**src/rtl/cpu_pkg.sv**
```systemverilog
// Shared fetch-side types and constants: PC/instruction widths, reset PC,
// fetch FSM encoding and the {PC, instruction} queue entry.
package cpu_pkg;

  localparam int PC_W    = 8;
  localparam int INSTR_W = 16;
  localparam logic [PC_W-1:0] RESET_PC = 8'h00;

  typedef enum logic [1:0] {
    IDLE    = 2'd0,
    REQ     = 2'd1,
    DISCARD = 2'd2
  } fetch_state_e;

  typedef struct packed {
    logic [PC_W-1:0]    pc;
    logic [INSTR_W-1:0] instr;
  } fetch_entry_t;

endpackage

```
**src/rtl/instr_prefetch_unit_if.sv**
```systemverilog
// Bundle of the instruction-memory read port and the datapath-facing stream.
// master = prefetch unit, slave = memory/datapath environment.
interface instr_prefetch_unit_if #(
  parameter int DEPTH = 4
);
  import cpu_pkg::*;

  localparam int CNT_W = $clog2(DEPTH + 1);

  logic               imem_req;
  logic [PC_W-1:0]    imem_addr;
  logic               imem_ack;
  logic [INSTR_W-1:0] imem_rdata;
  logic               stall;
  logic               flush;
  logic [PC_W-1:0]    branch_target;
  logic [INSTR_W-1:0] instruction;
  logic [PC_W-1:0]    PC_out;
  logic               valid;
  logic [CNT_W-1:0]   count;

  modport master (
    output imem_req, imem_addr, instruction, PC_out, valid, count,
    input  imem_ack, imem_rdata, stall, flush, branch_target
  );

  modport slave (
    input  imem_req, imem_addr, instruction, PC_out, valid, count,
    output imem_ack, imem_rdata, stall, flush, branch_target
  );

endinterface

```
**src/rtl/fetch_fifo.sv**
```systemverilog
// Small synchronous FIFO of {PC, instruction} with wrapping pointers and an
// occupancy count; clear beats push and pop in the same cycle.
module fetch_fifo
  import cpu_pkg::*;
#(
  parameter int DEPTH = 4,
  parameter int CNT_W = $clog2(DEPTH + 1)
) (
  input  logic             clk,
  input  logic             reset,
  input  logic             push,
  input  logic             pop,
  input  logic             clear,
  input  fetch_entry_t     wr_data,
  output fetch_entry_t     rd_data,
  output logic             valid,
  output logic [CNT_W-1:0] count
);

  localparam int PTR_W = $clog2(DEPTH);

  fetch_entry_t     mem [DEPTH];
  logic [PTR_W-1:0] wr_ptr_reg;
  logic [PTR_W-1:0] rd_ptr_reg;
  logic [CNT_W-1:0] count_reg;
  logic             do_push;
  logic             do_pop;

  // The producer never pushes when full, so only empty pops need filtering.
  assign do_push = push & ~clear;
  assign do_pop  = pop & ~clear & (count_reg != '0);

  always_ff @(posedge clk) begin
    if (do_push) begin
      mem[wr_ptr_reg] <= wr_data;
    end
  end

  always_ff @(posedge clk or negedge reset) begin
    if (!reset) begin
      wr_ptr_reg <= '0;
      rd_ptr_reg <= '0;
      count_reg  <= '0;
    end else if (clear) begin
      wr_ptr_reg <= '0;
      rd_ptr_reg <= '0;
      count_reg  <= '0;
    end else begin
      if (do_push) begin
        wr_ptr_reg <= wr_ptr_reg + PTR_W'(1);
      end
      if (do_pop) begin
        rd_ptr_reg <= rd_ptr_reg + PTR_W'(1);
      end
      count_reg <= count_reg + CNT_W'(do_push) - CNT_W'(do_pop);
    end
  end

  assign rd_data = mem[rd_ptr_reg];
  assign valid   = (count_reg != '0);
  assign count   = count_reg;

endmodule

```
**src/rtl/instr_prefetch_unit.sv**
```systemverilog
// Instruction prefetcher: one outstanding read to a variable-latency memory,
// results queued in fetch_fifo and streamed to decode with stall/flush control.
module instr_prefetch_unit
  import cpu_pkg::*;
#(
  parameter int DEPTH = 4
) (
  input  logic                  clk,
  input  logic                  reset,
  instr_prefetch_unit_if.master bus
);

  localparam int CNT_W = $clog2(DEPTH + 1);
  localparam logic [CNT_W-1:0] FULL_CNT = CNT_W'(DEPTH);

  fetch_state_e     state_reg, state_next;
  logic [PC_W-1:0]  fetch_pc_reg, fetch_pc_next;
  logic [PC_W-1:0]  addr_reg, addr_next;
  logic             push, pop, fifo_valid;
  logic [CNT_W-1:0] fifo_count, count_after;
  fetch_entry_t     wr_entry, head;

  assign push     = (state_reg == REQ) & bus.imem_ack & ~bus.flush;
  assign pop      = fifo_valid & ~bus.stall;
  assign wr_entry = {fetch_pc_reg, bus.imem_rdata};

  fetch_fifo #(
    .DEPTH (DEPTH),
    .CNT_W (CNT_W)
  ) u_fifo (
    .clk     (clk),
    .reset   (reset),
    .push    (push),
    .pop     (pop),
    .clear   (bus.flush),
    .wr_data (wr_entry),
    .rd_data (head),
    .valid   (fifo_valid),
    .count   (fifo_count)
  );

  always_comb begin
    state_next    = state_reg;
    fetch_pc_next = fetch_pc_reg;
    addr_next     = addr_reg;
    count_after   = fifo_count + CNT_W'(push) - CNT_W'(pop);
    case (state_reg)
      IDLE: begin
        if (!bus.flush && fifo_count < FULL_CNT) begin
          state_next = REQ;
          addr_next  = fetch_pc_reg;
        end
      end
      REQ: begin
        if (bus.flush) begin
          state_next = bus.imem_ack ? IDLE : DISCARD;
        end else if (bus.imem_ack) begin
          fetch_pc_next = fetch_pc_reg + PC_W'(1);
          // Back-to-back issue keeps a zero-wait memory at one word per cycle.
          if (count_after < FULL_CNT) begin
            state_next = REQ;
            addr_next  = fetch_pc_reg + PC_W'(1);
          end else begin
            state_next = IDLE;
          end
        end
      end
      DISCARD: begin
        if (bus.imem_ack) begin
          state_next = IDLE;
        end
      end
      default: state_next = IDLE;
    endcase
    if (bus.flush) begin
      fetch_pc_next = bus.branch_target;
    end
  end

  always_ff @(posedge clk or negedge reset) begin
    if (!reset) begin
      state_reg    <= IDLE;
      fetch_pc_reg <= RESET_PC;
      addr_reg     <= RESET_PC;
    end else begin
      state_reg    <= state_next;
      fetch_pc_reg <= fetch_pc_next;
      addr_reg     <= addr_next;
    end
  end

  // A stale request in DISCARD keeps its original address until acked.
  assign bus.imem_req    = (state_reg != IDLE);
  assign bus.imem_addr   = addr_reg;
  assign bus.valid       = fifo_valid;
  assign bus.count       = fifo_count;
  assign bus.instruction = fifo_valid ? head.instr : '0;
  assign bus.PC_out      = fifo_valid ? head.pc : '0;

endmodule

```
**src/flat_wrapper.sv**
```systemverilog
// flat-port wrapper written by rule: the top's interface ports become plain ports
module instr_prefetch_unit_flat import cpu_pkg::*;
#(
  parameter int DEPTH = 4
)
  (clk, reset, bus_imem_req, bus_imem_addr, bus_instruction, bus_PC_out, bus_valid, bus_count, bus_imem_ack, bus_imem_rdata, bus_stall, bus_flush, bus_branch_target);
  instr_prefetch_unit_if #(.DEPTH(DEPTH)) bus_i ();
  input  logic clk;
  input  logic reset;
  output wire logic [$bits(bus_i.imem_req)-1:0] bus_imem_req;
  output wire logic [$bits(bus_i.imem_addr)-1:0] bus_imem_addr;
  output wire logic [$bits(bus_i.instruction)-1:0] bus_instruction;
  output wire logic [$bits(bus_i.PC_out)-1:0] bus_PC_out;
  output wire logic [$bits(bus_i.valid)-1:0] bus_valid;
  output wire logic [$bits(bus_i.count)-1:0] bus_count;
  input wire logic [$bits(bus_i.imem_ack)-1:0] bus_imem_ack;
  input wire logic [$bits(bus_i.imem_rdata)-1:0] bus_imem_rdata;
  input wire logic [$bits(bus_i.stall)-1:0] bus_stall;
  input wire logic [$bits(bus_i.flush)-1:0] bus_flush;
  input wire logic [$bits(bus_i.branch_target)-1:0] bus_branch_target;
  assign bus_imem_req = bus_i.imem_req;
  assign bus_imem_addr = bus_i.imem_addr;
  assign bus_instruction = bus_i.instruction;
  assign bus_PC_out = bus_i.PC_out;
  assign bus_valid = bus_i.valid;
  assign bus_count = bus_i.count;
  assign bus_i.imem_ack = bus_imem_ack;
  assign bus_i.imem_rdata = bus_imem_rdata;
  assign bus_i.stall = bus_stall;
  assign bus_i.flush = bus_flush;
  assign bus_i.branch_target = bus_branch_target;
  instr_prefetch_unit #(.DEPTH(DEPTH)) u_core (.clk(clk), .reset(reset), .bus(bus_i));
endmodule
```
**config.mk**
```make
export PLATFORM = sky130hd
export DESIGN_NAME = instr_prefetch_unit_flat
export DESIGN_NICKNAME = d
export VERILOG_FILES = /design/src/rtl/cpu_pkg.sv /design/src/rtl/instr_prefetch_unit_if.sv /design/src/rtl/fetch_fifo.sv /design/src/rtl/instr_prefetch_unit.sv /design/src/flat_wrapper.sv
export SDC_FILE = /design/constraint.sdc
export NUM_CORES = 1
export LEC_CHECK = 0
export CORE_ASPECT_RATIO = 1.75
export CORE_MARGIN = 1.5
export CORE_UTILIZATION = 50
export CTS_BUF_LIST = sky130_fd_sc_hd__clkbuf_4
export DETAILED_ROUTE_END_ITERATION = 7
export GPL_ROUTABILITY_DRIVEN = 0
export PLACE_DENSITY = 0.8
export SLEW_MARGIN = 10
export SYNTH_ARGS = -nofsm -noshare
export SYNTH_HDL_FRONTEND = slang
export SYNTH_HIERARCHICAL = 1
export SYNTH_SLANG_ARGS = --single-unit
```
**constraint.sdc**
```tcl
create_clock -name clk -period 5.4 [get_ports clk]
set_input_delay 1.08 -clock clk [delete_from_list [all_inputs] [get_ports clk]]
set_output_delay 1.08 -clock clk [all_outputs]
set_load 0.05 [all_outputs]
```
; ---- Yosys cells after proc, flatten, opt, wreduce, memory -nomap -nowiden
; Memory sizes are Yosys's and may differ from the RTL's.
; Cells that the tools add are included.
[op_classes]
addsub = 7
magnitude_cmp = 2
n_eq_ne = 8
mux = 24
n_bitwise = 8
n_reduce_logical = 13
[op_table]
columns = cell, n
row1 = $mux W8, 8
row2 = $mux W2, 9
row3 = $mux W16, 1
row4 = $pmux W8 S2, 1
row5 = $reduce_bool A2 Y1, 6
row6 = $add A8 B1 Y8 const B, 1
row7 = $ne A2 B2 Y1 const B, 4
row8 = $add A3 B1 Y3, 2
row9 = $and A1 B1 Y1, 6
row10 = $lt A3 B3 Y1 const B, 2
row11 = $pmux W2 S3, 1
row12 = $sub A3 B1 Y3, 2
row13 = $reduce_and A5 Y1, 1
row14 = $add A2 B1 Y2 const B, 2
row15 = $mux W1, 3
row16 = $mux W3, 1
row17 = $ne A3 B3 Y1 const B, 1
row18 = $reduce_and A3 Y1, 1
row19 = $reduce_bool A3 Y1, 1
row20 = $eq A2 B1 Y1 const B, 1
row21 = $eq A2 B2 Y1 const B, 1
row22 = $logic_not A2 Y1, 1
row23 = $ne A2 B1 Y1 const B, 1
row24 = $not A1 Y1, 2
row25 = other kinds (3), 3
[totals]
regBits = 25
ramBits = 96
in_bits = 29
output_inout_bits = 37
wordCells = 69
mem_count = 1
[memory_table]
columns = name, words, width, rd, rd_clocked_by_memory_dff, write_ports, line_no
row1 = u_core.u_fifo.mem, 4, 24, 1, 0, 1, fetch_fifo.sv:22  ; fetch_entry_t mem [DEPTH];

; ---- Depth between registers and ports, before layout
; Gate-level depths: netlist of the first run.
[depth]
ltp_word = 10
mapped_depth = 12
depth_no_buf = 12

; ---- Modules after synthesis
; The synthesis of the first run kept the hierarchy.
[modules_own_cells]
columns = module, instances, cells_per_inst, area_per_inst_um2, seq_area_each_um2
row1 = fetch_fifo, 1, 169, 3962.6, 3057.9
row2 = instr_prefetch_unit, 1, 135, 1234.9, 450.4

; ---- Worst setup path before layout of the first run
; Ideal clock, no wire load.
[synth_path]
path_kind = input to register
startpoint = in bus_flush
endpoint = reg u_core.addr_reg[0], in the netlist u_core/bus.imem_addr[0]
setup_ns = 0.125
arrival_ns = 3.326
required_ns = 5.275
slack_ns = 1.949
stages = 11
n_path_buf = 2
cell_sequence = clkbuf_1 -> or3_1 -> ha_1 -> inv_1 -> ha_1 -> and4b_1 -> a211oi_2 -> a31oi_1 -> a211o_1 -> buf_6 -> mux2_4
[synth_between]
elab_chain_len = 7
word_cells_on_any_way = 11
cone_classes = add/sub (2) / order compare (1) / eq/ne (3) / bitwise (2) / reduce/logical (3)
[synth_lines]
columns = element, line_no
row1 = start: declaration, flat_wrapper.sv:19  ; input wire logic [$bits(bus_i.flush)-1:0] bus_flush;
row2 = $not A1 Y1, instr_prefetch_unit.sv:23  ; assign push = (state_reg == REQ) & bus.imem_ack & ~bus.flush;
row3 = $and A1 B1 Y1, instr_prefetch_unit.sv:23
row4 = $add A3 B1 Y3, instr_prefetch_unit.sv:46  ; count_after = fifo_count + CNT_W'(push) - CNT_W'(pop);
row5 = $sub A3 B1 Y3, instr_prefetch_unit.sv:46
row6 = $lt A3 B3 Y1, instr_prefetch_unit.sv:60  ; if (count_after < FULL_CNT) begin
row7 = $ne A2 B2 Y1 (no line), n/a
row8 = $reduce_and A5 Y1 (no line) *, n/a
row9 = end signal: assignment, instr_prefetch_unit.sv:88  ; addr_reg <= addr_next;
row10 = end: declaration, instr_prefetch_unit.sv:18  ; logic [PC_W-1:0] addr_reg, addr_next;
; Mark *: on every way between the ends. The rest lies on a longest branch, timed or not.
; A chain may end at the register's enable or synchronous reset.

==> results.md, run 1 <==
- Antenna-violating nets left: 0
- Number of global-route vias before repair: 2872
- Crit path max fanout: 15
- Setup violations, final: 0
- Worst Skew: 14.7 ps
- Die ar.: 0.0110 mm2
- Post-Syn Area: 0.00520 mm2
- Syn_nets: roughly 340
- DIE WIDTH: 80.1 um
- # fillers: 799
- Area occupied by registers: 0.00351 mm2
- Synth async-reset ratio: 20.7%
- Worst-path clk slew: 100 ps
- DR DRC count: 0
- First-pass GRT wire length: around 14000 um
- Largest net degree at the start of global routing: 32
- Setup TNS: 0 ps
- Syn Inst Count: 304
- Clock tree buffer depth: 2
- Sequential-to-total area share from yosys stat: slightly below 70%
- Layout cells sized above 1: about 18%
- Root buffer cell: clkbuf_4
- DR vias/cell: 5.35
- Worst slew margin: 25.0%
- Setup CP Type: reg -> out
- Buffer count from post-CTS setup fixing: 0
- Worst-margin pin slew: around 1100 ps
- Initial antenna violation count: 0
- CTS sink count: ~120
- First-pass DRT Iterations: 4
- DR vias: 2789
- Hold/Removal Path Class: reg -> reg
- Tmin final: 4290 ps
- Core Region: around 0.010 mm2
- Total CTS buffers: 17
- Outcome: finished, final reports clean
- IO Port Bufs: 65
- Area added between synthesis and finish: 18.7%
- Row count: 49
- Grt ovf: 0
- Dpl hpwl: 5800 um
- Post-synth top flop: edfxtp_1
- WP data arrival: 3210 ps
- WP data required: 4320 ps
- #FFs+latches synth: 121
- H-tree Lvls: 4
- WL final: 8880 um
- Antenna Cells: 0
- Resized cells post-CTS: 0
- Maximum clock rate: 233 MHz
- Pleak: 2.19 nW
- Max Cap Viol: 0
- Crit start category: register
- Starting DRT DRC Count: roughly 180
- Mean area per synthesized cell: 17.1 um2
- Final Hold Fails: 0
- Gr usage total: 17.7%
- Setup repair after global routing missed its margin: false
- Power Dens Cells: 292 mW/mm2
- Hold buffer count at CTS: 0
- Final core utilization: 60.6%
- Area of the multi-input gates: roughly 0.0016 mm2
- I/O pin total: 66
- Initial Utilization: 51.1%
- Worst skew pair latency: 480 ps
- CTS tree: built
- Unique masters post-synth: 39
- Die Y: 138 um
- Nets@finish: 420
- CP Capture Type: output port
- WL per Instance: ~17 um
- Max-slew violations: 0
- Post-route clock period utilization: 79.4%
- Post-synth EDFFs: 96
- Maximum vdd drop: between 0.0002 and 0.00025 V
- Ys Warns: 6
- Max reg flops: 96
-- logic make-up (layout without fill, tap and decap cells) --
family,after synthesis,count (layout),share of synthesized area [%]
flops,121,121,67.5
simple gates,81,81,8.26
mux,37,37,14.2
buf+inv,23,113,2.58
compound gates,16,16,1.97
xor+xnor,16,16,2.96
fa+ha+maj,10,10,2.55
-- cell usage after synthesis, types with 2 or more instances --
cell type / number / area (um2)
edfxtp_1: 96 / 2880
and2_1: 28 / 175
dfrtp_1: 25 / 626
mux4_2: 18 / 405
nor2_1: 17 / 63.8
nand2_1: 14 / 52.6
inv_1: 10 / 37.5
ha_1: 9 / 113
mux2_4: 8 / 120
o21ai_0: 8 / 40.0
xnor2_1: 8 / 70.1
nor2b_1: 7 / 43.8
xor2_1: 7 / 61.3
mux4_1: 6 / 158
clkbuf_1: 5 / 18.8
buf_2: 4 / 20.0
nand3_1: 4 / 20.0
or3_1: 4 / 25.0
mux2_2: 3 / 33.8
a21oi_1: 2 / 10.0
buf_6: 2 / 22.5
mux2i_1: 2 / 20.0
-- stage by stage --
stage	area, um2	hold slack [ps]	std cells	setup WS (ps)	power, mW
2_1_floorplan	5200	529	304	1950	1.24
3_3_place_gp	5960	507	489	1290	1.33
3_5_place_dp	5960	493	489	1220	1.33
4_1_cts	6180	530	521	1030	1.82
5_1_grt	6170	546	521	894	1.88
6_report	6170	526	521	1110	1.80
-- final cells by class --
class	count	share of cell area [%]
clock buffers	18	2.19
clock inverters	14	1.38
multi-input cells	160	25.2
repair buffers	71	11.2
well taps	127	2.58
flip-flops and latches	121	56.9
inverters	10	0.608
-- critical path, cell delays in order, from the launching register on --
cell and delay, ps:
dfrtp_1 820, buf_4 420, mux4_1 590, and2_1 180, clkdlybuf4s50_1 710
-- cell usage in the layout (no fill, tap or decap), drive strengths merged, types with 10 or more instances in the layout --
cell / netlist / routed
nand2: 14 / 14
clkbuf: 5 / 18
dfrtp: 25 / 25
mux4: 24 / 24
clkdlybuf4s50: 0 / 64
edfxtp: 96 / 96
nor2: 17 / 17
inv: 10 / 10
clkinv: 0 / 10
and2: 29 / 29
mux2: 11 / 11
-- power by group --
part | total [mW] | switching, mW | internal, mW
sequential | 1.07 | 0.0286 | 1.04
clock | 0.493 | 0.314 | 0.179
combinational | 0.242 | 0.139 | 0.103
-- path summary, 6_finish.rpt --
kind	start	end	slack, ps	cells past startpoint
worst min-delay path	u_core/bus.imem_addr[3]	u_core/bus.imem_addr[3]	530	1
worst max-delay path	u_core/u_fifo/rd_ptr_reg[0]	bus_PC_out[7]	1110	4
max in group asynchronous	reset	u_core/fetch_pc_reg[3]	4460	1
min in group asynchronous	reset	u_core/bus.imem_addr[2]	570	1
worst min register to register	u_core/bus.imem_addr[3]	u_core/bus.imem_addr[3]	530	1
worst max register to register	u_core/u_fifo/count[2]	u_core/bus.imem_addr[6]	1840	10
-- routing by layer --
layer / share of wire (%) / vias up / GRT usage (%)
met1: 39 / 1399 / 19.7
met2: 56 / 72 / 31.2
met4: 1.6 / 0 / 6.99
met5: 0 / - / 0
met3: 3.8 / 12 / 5.66
li1: - / 1306 / -
No activity file was read; power rests on OpenSTA's default activity.
==> inputs of run 2 (changes only) <==
--- a/config.mk
+++ b/config.mk
@@ -11,7 +11,7 @@
 export CTS_BUF_LIST = sky130_fd_sc_hd__clkbuf_4
 export DETAILED_ROUTE_END_ITERATION = 7
 export GPL_ROUTABILITY_DRIVEN = 0
-export PLACE_DENSITY = 0.8
+export PLACE_DENSITY = 0.83
 export SLEW_MARGIN = 10
 export SYNTH_ARGS = -nofsm -noshare
 export SYNTH_HDL_FRONTEND = slang
==> constraint.sdc (replaced) <==
create_clock -name clk -period 3.5 [get_ports clk]
set_input_delay 0.7 -clock clk [delete_from_list [all_inputs] [get_ports clk]]
set_output_delay 0.7 -clock clk [all_outputs]
set_load 0.05 [all_outputs]
==> run 2 against run 1 <==
Against the previous run:
- cell area rose by 0.59%
- cell count rose by 1.3%
- clock skew rose by 4.0 ps
- first-iteration DRC count fell by 41%
- combinational power rose by 55%
- critical path depth fell by 1
- largest cell class unchanged
- largest power group unchanged
==> results.md, run 2 (same netlist as run 1, synthesis figures left out) <==
- WHS: 526 ps (-0.540 ps)
- First-pass DRT Iterations: 4 (unchanged)
- Die ar.: 0.0110 mm2 (unchanged)
- CP max stage delay: 1150 ps (+330 ps)
- Pleak: 2.29 nW (+4.8%)
- CTS tree: built
- Core Region: 0.0102 mm2 (unchanged)
- Setup TNS: 0 ps (unchanged)
- Max Cap Viol: 0 (unchanged)
- Number of global-route vias before repair: 2914 (+1.5%)
- H-tree Lvls: 4 (unchanged)
- CP delay by family, top: flip-flops
- WL final: 8940 um (+0.74%)
- Grt ovf: 0 (unchanged)
- Commonest non-fill, non-tap cells in the layout: edfxtp_1, clkdlybuf4s50_1, buf_4
- CP Capture Type: output port
- Total CTS buffers: 17 (unchanged)
- Maximum vdd drop: 0.000323 V (+51%)
- Final Hold Fails: 0 (unchanged)
- DR DRC count: 0 (unchanged)
- Layout cells sized above 1: 24.3% (+6.7 points)
- Crit start category: register
- Nets@finish: 426 (+1.4%)
- Initial Utilization: 51.1% (unchanged)
- Worst-path clk slew: 110 ps (about the same)
- IO Port Bufs: 65 (unchanged)
- Crit path max fanout: 26 (+11)
- Commonest non-fill, non-tap cell in the layout: edfxtp_1
- DIE WIDTH: 80.1 um (unchanged)
- Worst-margin pin slew: 1200 ps (+74.7 ps)
- Tmin final: 3150 ps
- Area added between synthesis and finish: 19.4%
- Antenna-violating nets left: 0 (unchanged)
- First-pass GRT wire length: 14400 um (+2.0%)
- DR vias: 2796 (+0.25%)
- Gr usage total: 18.1% (+0.41 points)
- Dpl hpwl: 5740 um (-1.1%)
- WP data required: 2800 ps (-1520 ps)
- Row count: 49 (unchanged)
- Maximum clock rate: ~320 MHz
- Worst Skew: 18.7 ps (+4.04 ps)
- Hold buffer count at CTS: 0 (unchanged)
- Worst skew pair latency: 500 ps (+20 ps)
- Initial antenna violation count: 1 (+1)
- CP max-delay cell: dfrtp_1
- Setup repair after global routing missed its margin: false
- Post-route clock period utilization: 90.1%
- Buffer count from post-CTS setup fixing: 0 (unchanged)
- Clock tree buffer depth: 2 (unchanged)
- Hold/Removal Path Class: reg -> reg
- WP data arrival: 2450 ps (-760 ps)
- DR vias/cell: 5.30 (-1.1%)
- Starting DRT DRC Count: 104 (-41%)
- WL per Instance: 16.9 um (-0.59%)
- Power Dens Cells: 472 mW/mm2 (+62%)
- Pre-CTS setup slack: -145 ps (-1360 ps)
- CP Buf/Inv Count: 1 (-1)
- # fillers: 820 (+2.6%)
- Final Power: 2.93 mW (+63%)
- CTS sink count: 121 (unchanged)
- Worst slew margin: 20.0% (-5.0 points)
- Outcome: finished, final reports clean
- Critical path, cell by cell: mux4_2 -> and2_1 -> buf_4
- Setup violations, final: 0 (unchanged)
- I/O pin total: 66 (unchanged)
- Resized cells post-CTS: 0 (unchanged)
- Die Y: 138 um (unchanged)
- Max reg flops: 96 (unchanged)
- Max-slew violations: 0 (unchanged)
- Root buffer cell: clkbuf_4
- Setup CP Type: reg -> out
- Largest net degree at the start of global routing: 31 (-3.1%)
- Worst Setup Slack, final: 346 ps (-767 ps)
## run 2: metal layers
layer | vias up | global-route usage [%] | wire length [um]
met5 | - | 0 | 0
met4 | 0 | 8.14 | 140
met3 | 11 | 4.74 | 391
met2 | 76 | 32.2 | 4990
met1 | 1386 | 20.1 | 3420
li1 | 1323 | - | -
## run 2: path summary, 6_finish.rpt
check,start,to,slack (ps),cells past startpoint
hold reg to reg,u_core/bus.imem_addr[4],u_core/bus.imem_addr[4],530,1
min in group asynchronous,reset,u_core/fetch_pc_reg[4],560,2
setup reg to reg,u_core/u_fifo/count[0],u_core/bus.imem_addr[3],440,10
setup / recovery,u_core/u_fifo/rd_ptr_reg[1],bus_PC_out[6],350,3
hold / removal,u_core/bus.imem_addr[4],u_core/bus.imem_addr[4],530,1
max in group asynchronous,reset,u_core/u_fifo/wr_ptr_reg[1],2680,2
## run 2: power by group
| part | switching [mW] | internal, mW | total [mW] | leakage (nW) |
|---|---|---|---|---|
| combinational | 0.215 | 0.160 | 0.374 | 0.964 |
| clock | 0.466 | 0.443 | 0.909 | 0.146 |
| sequential | 0.0460 | 1.60 | 1.65 | 1.18 |
| total | 0.727 | 2.21 | 2.93 | 2.29 |
## run 2: cell type report
cell class                      instances  area, um2  area share, %
Inverter                               10       37.5          0.605
Sequential cell                       121       3510           56.5
Clock buffer                           21        158           2.54
Antenna cell                            1       2.50         0.0403
Clock inverter                         11        106           1.71
Timing Repair Buffer                   77        681           11.0
Tap cell                              127        159           2.56
Multi-Input combinational cell        160       1560           25.1
## run 2: per-stage QoR
step	util [%]	cells	instance area (um2)
6_report	61.0	528	6210
5_1_grt	61.0	528	6210
4_1_cts	61.0	527	6200
3_5_place_dp	58.4	495	5940
3_3_place_gp	58.4	495	5940
2_1_floorplan	-	304	5200
